**src/rtl/instr_encoder.sv**
```systemverilog
// RV32I instruction word assembler: packs opcode/register/funct fields and a full
// 32-bit immediate into one instruction, with a registered valid/ready output stage.
module instr_encoder #(
  parameter int                ADDR_W    = 32,
  parameter logic [ADDR_W-1:0] BASE_ADDR = '0,
  parameter int                ERRCNT_W  = 8
) (
  input  logic                clk,
  input  logic                rst_n,
  input  logic                clear,
  input  logic                in_valid,
  output logic                in_ready,
  input  logic [2:0]          fmt,
  input  logic [6:0]          opcode,
  input  logic [4:0]          rd,
  input  logic [4:0]          rs1,
  input  logic [4:0]          rs2,
  input  logic [2:0]          funct3,
  input  logic [6:0]          funct7,
  input  logic [31:0]         imm,
  output logic                out_valid,
  input  logic                out_ready,
  output logic [31:0]         out_instr,
  output logic [ADDR_W-1:0]   out_addr,
  output logic                out_err,
  output logic [ERRCNT_W-1:0] err_cnt
);

  localparam logic [2:0] F_R = 3'd0, F_I = 3'd1, F_S = 3'd2, F_B = 3'd3,
                         F_U = 3'd4, F_J = 3'd5, F_SH = 3'd6;

  logic                out_valid_q;
  logic [31:0]         instr_q, instr_d;
  logic                err_q, err_d;
  logic [ADDR_W-1:0]   addr_q, out_addr_q;
  logic [ERRCNT_W-1:0] err_cnt_q;
  logic                accept, xfer;

  // A value fits a signed N-bit field when bits [31:N-1] are all equal.
  logic fits12, fits13, fits21;
  assign fits12 = (&imm[31:11]) | ~(|imm[31:11]);
  assign fits13 = (&imm[31:12]) | ~(|imm[31:12]);
  assign fits21 = (&imm[31:20]) | ~(|imm[31:20]);

  always_comb begin
    instr_d = '0;
    err_d   = 1'b0;
    case (fmt)
      F_R:  instr_d = {funct7, rs2, rs1, funct3, rd, opcode};
      F_I: begin
        instr_d = {imm[11:0], rs1, funct3, rd, opcode};
        err_d   = ~fits12;
      end
      F_S: begin
        instr_d = {imm[11:5], rs2, rs1, funct3, imm[4:0], opcode};
        err_d   = ~fits12;
      end
      F_B: begin
        instr_d = {imm[12], imm[10:5], rs2, rs1, funct3, imm[4:1], imm[11], opcode};
        err_d   = ~fits13 | imm[0];
      end
      F_U: begin
        instr_d = {imm[31:12], rd, opcode};
        err_d   = |imm[11:0];
      end
      F_J: begin
        instr_d = {imm[20], imm[10:1], imm[11], imm[19:12], rd, opcode};
        err_d   = ~fits21 | imm[0];
      end
      F_SH: begin
        instr_d = {funct7, imm[4:0], rs1, funct3, rd, opcode};
        err_d   = |imm[31:5];
      end
      default: begin
        instr_d = '0;
        err_d   = 1'b1;
      end
    endcase
  end

  assign in_ready = ~out_valid_q | out_ready;
  assign accept   = in_valid & in_ready;
  assign xfer     = out_valid_q & out_ready;

  always_ff @(posedge clk or negedge rst_n) begin
    if (!rst_n) begin
      out_valid_q <= 1'b0;
      instr_q     <= '0;
      err_q       <= 1'b0;
      out_addr_q  <= BASE_ADDR;
      addr_q      <= BASE_ADDR;
      err_cnt_q   <= '0;
    end else begin
      if (accept) begin
        out_valid_q <= 1'b1;
        instr_q     <= instr_d;
        err_q       <= err_d;
        out_addr_q  <= clear ? BASE_ADDR : addr_q;
      end else if (xfer) begin
        out_valid_q <= 1'b0;
      end

      // clear wins; an accept in the clear cycle takes BASE_ADDR, so step past it.
      if (clear)
        addr_q <= accept ? BASE_ADDR + ADDR_W'(4) : BASE_ADDR;
      else if (accept)
        addr_q <= addr_q + ADDR_W'(4);

      if (clear)
        err_cnt_q <= '0;
      else if (xfer && err_q && (err_cnt_q != '1))
        err_cnt_q <= err_cnt_q + ERRCNT_W'(1);
    end
  end

  assign out_valid = out_valid_q;
  assign out_instr = instr_q;
  assign out_err   = err_q;
  assign out_addr  = out_addr_q;
  assign err_cnt   = err_cnt_q;

endmodule

```
**config.mk**
```make
export PLATFORM = sky130hd
export DESIGN_NAME = instr_encoder
export DESIGN_NICKNAME = d
export VERILOG_FILES = /design/src/rtl/instr_encoder.sv
export SDC_FILE = /design/constraint.sdc
export NUM_CORES = 1
export LEC_CHECK = 0
export CORE_ASPECT_RATIO = 1.2
export CORE_MARGIN = 3
export CORE_UTILIZATION = 50
export CTS_BUF_LIST = sky130_fd_sc_hd__clkbuf_8
export CTS_CLUSTER_DIAMETER = 30
export DETAILED_ROUTE_END_ITERATION = 7
export HOLD_SLACK_MARGIN = 0.02
export MAX_ROUTING_LAYER = met4
export PLACE_DENSITY = 0.82
export SYNTH_ARGS = -nofsm -noshare
export SYNTH_HDL_FRONTEND = slang
export SYNTH_SLANG_ARGS = --single-unit
export TNS_END_PERCENT = 5
```
**constraint.sdc**
```tcl
create_clock -name clk -period 2.1 [get_ports clk]
set_input_delay 0.42 -clock clk [delete_from_list [all_inputs] [get_ports clk]]
set_output_delay 0.42 -clock clk [all_outputs]
set_load 0.01 [all_outputs]
```
==> flow_summary.html <==
<table>
<tr><th>Metric</th><th>Value</th></tr>
<tr><th colspan="2">Outcome</th></tr>
<tr><td>Outcome</td><td>complete, no violations</td></tr>
<tr><th colspan="2">Setup path</th></tr>
<tr><td>Slack of the worst reg-to-reg path</td><td>0.22 ns</td></tr>
<tr><td>Worst flop-to-flop path endpoint</td><td>addr_q[27]</td></tr>
<tr><td>Critical R2R Launch</td><td>addr_q[5]</td></tr>
<tr><td>Critical-path maximum fanout</td><td>7</td></tr>
<tr><td>Crit end category</td><td>primary output</td></tr>
<tr><td>Type of the setup path with the least slack</td><td>in2out</td></tr>
<tr><td>Number of cells on the worst reg-to-reg path</td><td>5</td></tr>
<tr><td>Data required, critical path</td><td>1.68 ns</td></tr>
<tr><td>Kind of start point of the critical path</td><td>input pin</td></tr>
<tr><td>Data arrival time at the worst-slack endpoint</td><td>1.62 ns</td></tr>
<tr><th colspan="2">Final layout</th></tr>
<tr><td>Synthesis-to-finish area growth</td><td>38.1%</td></tr>
<tr><td>Final cell count without fillers</td><td>860</td></tr>
<tr><td>Layout cells sized above 1</td><td>11.9%</td></tr>
<tr><td>Antenna diode count</td><td>0</td></tr>
<tr><td>Nets</td><td>803</td></tr>
<tr><td>Final standard cell area without fillers</td><td>7390 sq um</td></tr>
<tr><th colspan="2">Yosys</th></tr>
<tr><td>Count of flip-flops with a built-in enable after synthesis</td><td>0</td></tr>
<tr><td>Mean area per synthesized cell</td><td>9.46 sq um</td></tr>
<tr><td>Primary FF master, synth</td><td>sky130_fd_sc_hd__dfrtp_1</td></tr>
<tr><td>Cells taking the most area after synthesis</td><td>sky130_fd_sc_hd__dfrtp_1, sky130_fd_sc_hd__nand2_1, sky130_fd_sc_hd__nor2_1</td></tr>
<tr><td>Cell Area, Synth</td><td>5350 sq um</td></tr>
<tr><td>Synth warn</td><td>0</td></tr>
<tr><td>Top-count cell post-synth</td><td>sky130_fd_sc_hd__dfrtp_1</td></tr>
<tr><td>Post-synthesis cell type with the largest combined area</td><td>sky130_fd_sc_hd__dfrtp_1</td></tr>
<tr><td>Number of synthesized register bits</td><td>103</td></tr>
<tr><td>Async S/R FF share, synth</td><td>100%</td></tr>
<tr><td>Sequential share of the synthesized area</td><td>48.1%</td></tr>
<tr><td>Post-synth top area share</td><td>48.1%</td></tr>
<tr><td>Count of cell types in the netlist</td><td>52</td></tr>
<tr><td>Top post-synthesis cells by count</td><td>sky130_fd_sc_hd__dfrtp_1, sky130_fd_sc_hd__nand2_1, sky130_fd_sc_hd__nor2_1, sky130_fd_sc_hd__a21oi_1, sky130_fd_sc_hd__clkbuf_1</td></tr>
<tr><td>Net count after synthesis</td><td>640</td></tr>
<tr><td>Cell count after synthesis</td><td>566</td></tr>
<tr><th colspan="2">STA</th></tr>
<tr><td>Unrepaired setup endpoints after global routing</td><td>false</td></tr>
<tr><td>Worst rel slew slack</td><td>43.8%</td></tr>
<tr><td>Crit share post-route</td><td>97.2%</td></tr>
<tr><td>Max Transition Viols Final</td><td>0</td></tr>
<tr><td>Clock period minus final worst setup slack</td><td>2.04 ns</td></tr>
<tr><td>Worst Tran Pin Value</td><td>0.841 ns</td></tr>
<tr><td>Smallest setup slack after layout</td><td>0.0597 ns</td></tr>
<tr><td>Fmax achieved</td><td>490 MHz</td></tr>
<tr><td>Setup Skew</td><td>0.00988 ns</td></tr>
<tr><td>Total count of hold-check failures in the final report</td><td>0</td></tr>
<tr><td>Total setup violations reported at the end of the flow</td><td>0</td></tr>
<tr><td>Worst slack on hold paths</td><td>0.474 ns</td></tr>
<tr><th colspan="2">CTS</th></tr>
<tr><td>Number of buffers between clock root and the deepest sink</td><td>2</td></tr>
<tr><td>Sink count of the clock tree</td><td>103</td></tr>
<tr><td>Clock slew seen by the registers of the worst setup and hold paths</td><td>0.09 ns</td></tr>
<tr><td>Setup fix buffers added after clock tree synthesis</td><td>0</td></tr>
<tr><td>Cts bufs inserted</td><td>9</td></tr>
<tr><td>Clock tree from TritonCTS</td><td>yes</td></tr>
<tr><td>Clock latency on the worst-skew pair</td><td>0.37 ns</td></tr>
<tr><td>Deepest level of the CTS H-tree</td><td>3</td></tr>
<tr><td>Clock root buffer master</td><td>sky130_fd_sc_hd__clkbuf_8</td></tr>
<tr><th colspan="2">Global route</th></tr>
<tr><td>GRT overflow</td><td>0</td></tr>
<tr><td>GRT Overall Usage</td><td>25.5%</td></tr>
<tr><td>Via count of the first global-routing pass</td><td>4955</td></tr>
<tr><td>Wire length of the first global-routing pass</td><td>24.0 mm</td></tr>
<tr><td>Largest net degree at the start of global routing</td><td>44</td></tr>
<tr><td>Initial antenna violation count</td><td>0</td></tr>
<tr><th colspan="2">Route</th></tr>
<tr><td>Initial drt markers</td><td>244</td></tr>
<tr><td># DRC</td><td>0</td></tr>
<tr><td>Vias post-DR</td><td>4998</td></tr>
<tr><td>First-pass detailed-route iteration total</td><td>6</td></tr>
<tr><td>Average wire per standard cell</td><td>17.0 microns</td></tr>
<tr><td>Via-per-instance ratio</td><td>5.81</td></tr>
<tr><td>Remaining number of nets flagged by the antenna check after routing</td><td>0</td></tr>
<tr><td>Final Routed Wirelength</td><td>14.6 mm</td></tr>
<tr><th colspan="2">Power and ir drop</th></tr>
<tr><td>Total power per unit cell area</td><td>595 nW/um^2</td></tr>
<tr><td>Leakage power</td><td>0.00315 uW</td></tr>
<tr><td>Maximum resistive drop on vdd</td><td>0.306 mV</td></tr>
<tr><th colspan="2">Floorplanning</th></tr>
<tr><td># rows</td><td>40</td></tr>
<tr><td>Horiz. Die Dim</td><td>100 microns</td></tr>
<tr><td>Starting density of the core</td><td>52.4%</td></tr>
<tr><td>Core region area</td><td>10200 sq um</td></tr>
<tr><td>Vertical die dimension</td><td>119 microns</td></tr>
<tr><td>I/O Pins</td><td>147</td></tr>
<tr><td>Overall die area</td><td>12000 sq um</td></tr>
<tr><th colspan="2">Place</th></tr>
<tr><td>Number of port buffers</td><td>146</td></tr>
<tr><td>DP Worst Slack</td><td>-0.166 ns</td></tr>
<tr><td>Final Wtd Congestion</td><td>0.971</td></tr>
<tr><td>Inst Count DP</td><td>843</td></tr>
<tr><td>HPWL after DPL</td><td>11.1 mm</td></tr>
<tr><td>Total placed instance area</td><td>7160 sq um</td></tr>
<tr><th colspan="2">Hold path</th></tr>
<tr><td>Critical hold path startpoint</td><td>out_addr[16]</td></tr>
<tr><td>Hold Path End</td><td>out_addr[16]</td></tr>
<tr><td>WHS Path Cells</td><td>2</td></tr>
<tr><td>Min-delay worst type</td><td>reg2reg</td></tr>
<tr><th colspan="2">Run</th></tr>
<tr><td>Number of violations of the max-capacitance limit</td><td>0</td></tr>
</table>
## area by class of cell
cell class	count	area [sq um]
Timing Repair Buffer	189	1820
Sequential cell	103	2580
Fill cell	729	2820
Multi-Input combinational cell	415	2590
Inverter	11	41.3
Clock inverter	6	75.1
Clock buffer	10	138
Tap cell	126	158
## worst max-delay path by stage
stage / startpoint / endpoint / cells past startpoint
finish: out_ready / in_ready / 3
global route: out_ready / in_ready / 3
CTS: out_ready / in_ready / 3
detailed placement: fmt[2] / out_err / 5
global placement: fmt[2] / out_err / 5
floorplan: out_ready / out_addr[2] / 6
## sequential cells by signal, indices dropped and copies added, names as in the netlist
| name | count |
|---|---|
| out_instr | 32 |
| out_addr | 31 |
| err_cnt | 8 |
| out_valid | 1 |
| out_err | 1 |
| addr_q | 30 |
## repair_timing
action	in CTS	in global routing
gates resized for setup	1	1
endpoints found under the hold margin	21	0
setup endpoints to repair	1	1
gates cloned	0	0
pin swaps	0	0
hold buffers	1	0
## cells in the final DEF, fill, tap and decap left out, types with 9 or more instances in the layout
cell type,instances
sky130_fd_sc_hd__nor2_1,64
sky130_fd_sc_hd__a221oi_1,17
sky130_fd_sc_hd__xnor2_1,13
sky130_fd_sc_hd__nor2b_1,16
sky130_fd_sc_hd__clkdlybuf4s50_1,144
sky130_fd_sc_hd__clkbuf_8,10
sky130_fd_sc_hd__a21oi_1,27
sky130_fd_sc_hd__nand4_1,11
sky130_fd_sc_hd__mux2i_1,14
sky130_fd_sc_hd__o21ai_0,23
sky130_fd_sc_hd__nand3b_1,13
sky130_fd_sc_hd__nand3_1,12
sky130_fd_sc_hd__dfrtp_1,103
sky130_fd_sc_hd__nor3_1,9
sky130_fd_sc_hd__inv_1,11
sky130_fd_sc_hd__nand2_1,74
sky130_fd_sc_hd__nand2b_1,15
sky130_fd_sc_hd__a22o_1,13
sky130_fd_sc_hd__buf_4,40
## kinds of logic (layout without fill, tap and decap cells)
logic type | count (synthesis) | in the layout | share of synthesized area (%)
AO/OA/AOI/OAI | 117 | 117 | 14.8
XOR/XNOR | 18 | 18 | 2.94
adder cells (fa/ha/maj) | 2 | 2 | 0.467
buffers and inverters | 48 | 216 | 3.72
flip-flops | 103 | 103 | 48.1
multiplexers | 19 | 19 | 3.67
AND/OR/NAND/NOR | 259 | 259 | 26.3
## power breakdown
group | internal [uW] | switching [uW] | total (uW)
registers | 2090 | 89.2 | 2180
logic | 494 | 417 | 912
clock network | 603 | 699 | 1300
## critical path, stage by stage
cell and delay [ns]:
sky130_fd_sc_hd__clkdlybuf4s50_1 0.48, sky130_fd_sc_hd__nand2b_4 0.17, sky130_fd_sc_hd__clkdlybuf4s50_1 0.54
## metal layers
layer  vias to the layer above  routed length, microns  GRT usage [%]
met5                         -                       0              -
met4                         0                     289           7.50
met3                        27                     928           4.57
met2                       204                    7300           40.4
met1                      2422                    6130           33.5
li1                       2345                       -              -
## metrics by stage
stage / total power (uW) / TNS (ns) / utilization (%)
finish: 4400 / 0 / 72.4
global placement: 3100 / -0.593 / 70.2
detailed placement: 3120 / -2.22 / 70.2
global route: 4590 / 0 / 72.4
CTS: 4430 / 0 / 72.4
floorplan: 2550 / 0 / -
No activity file was read; power rests on OpenSTA's default activity.
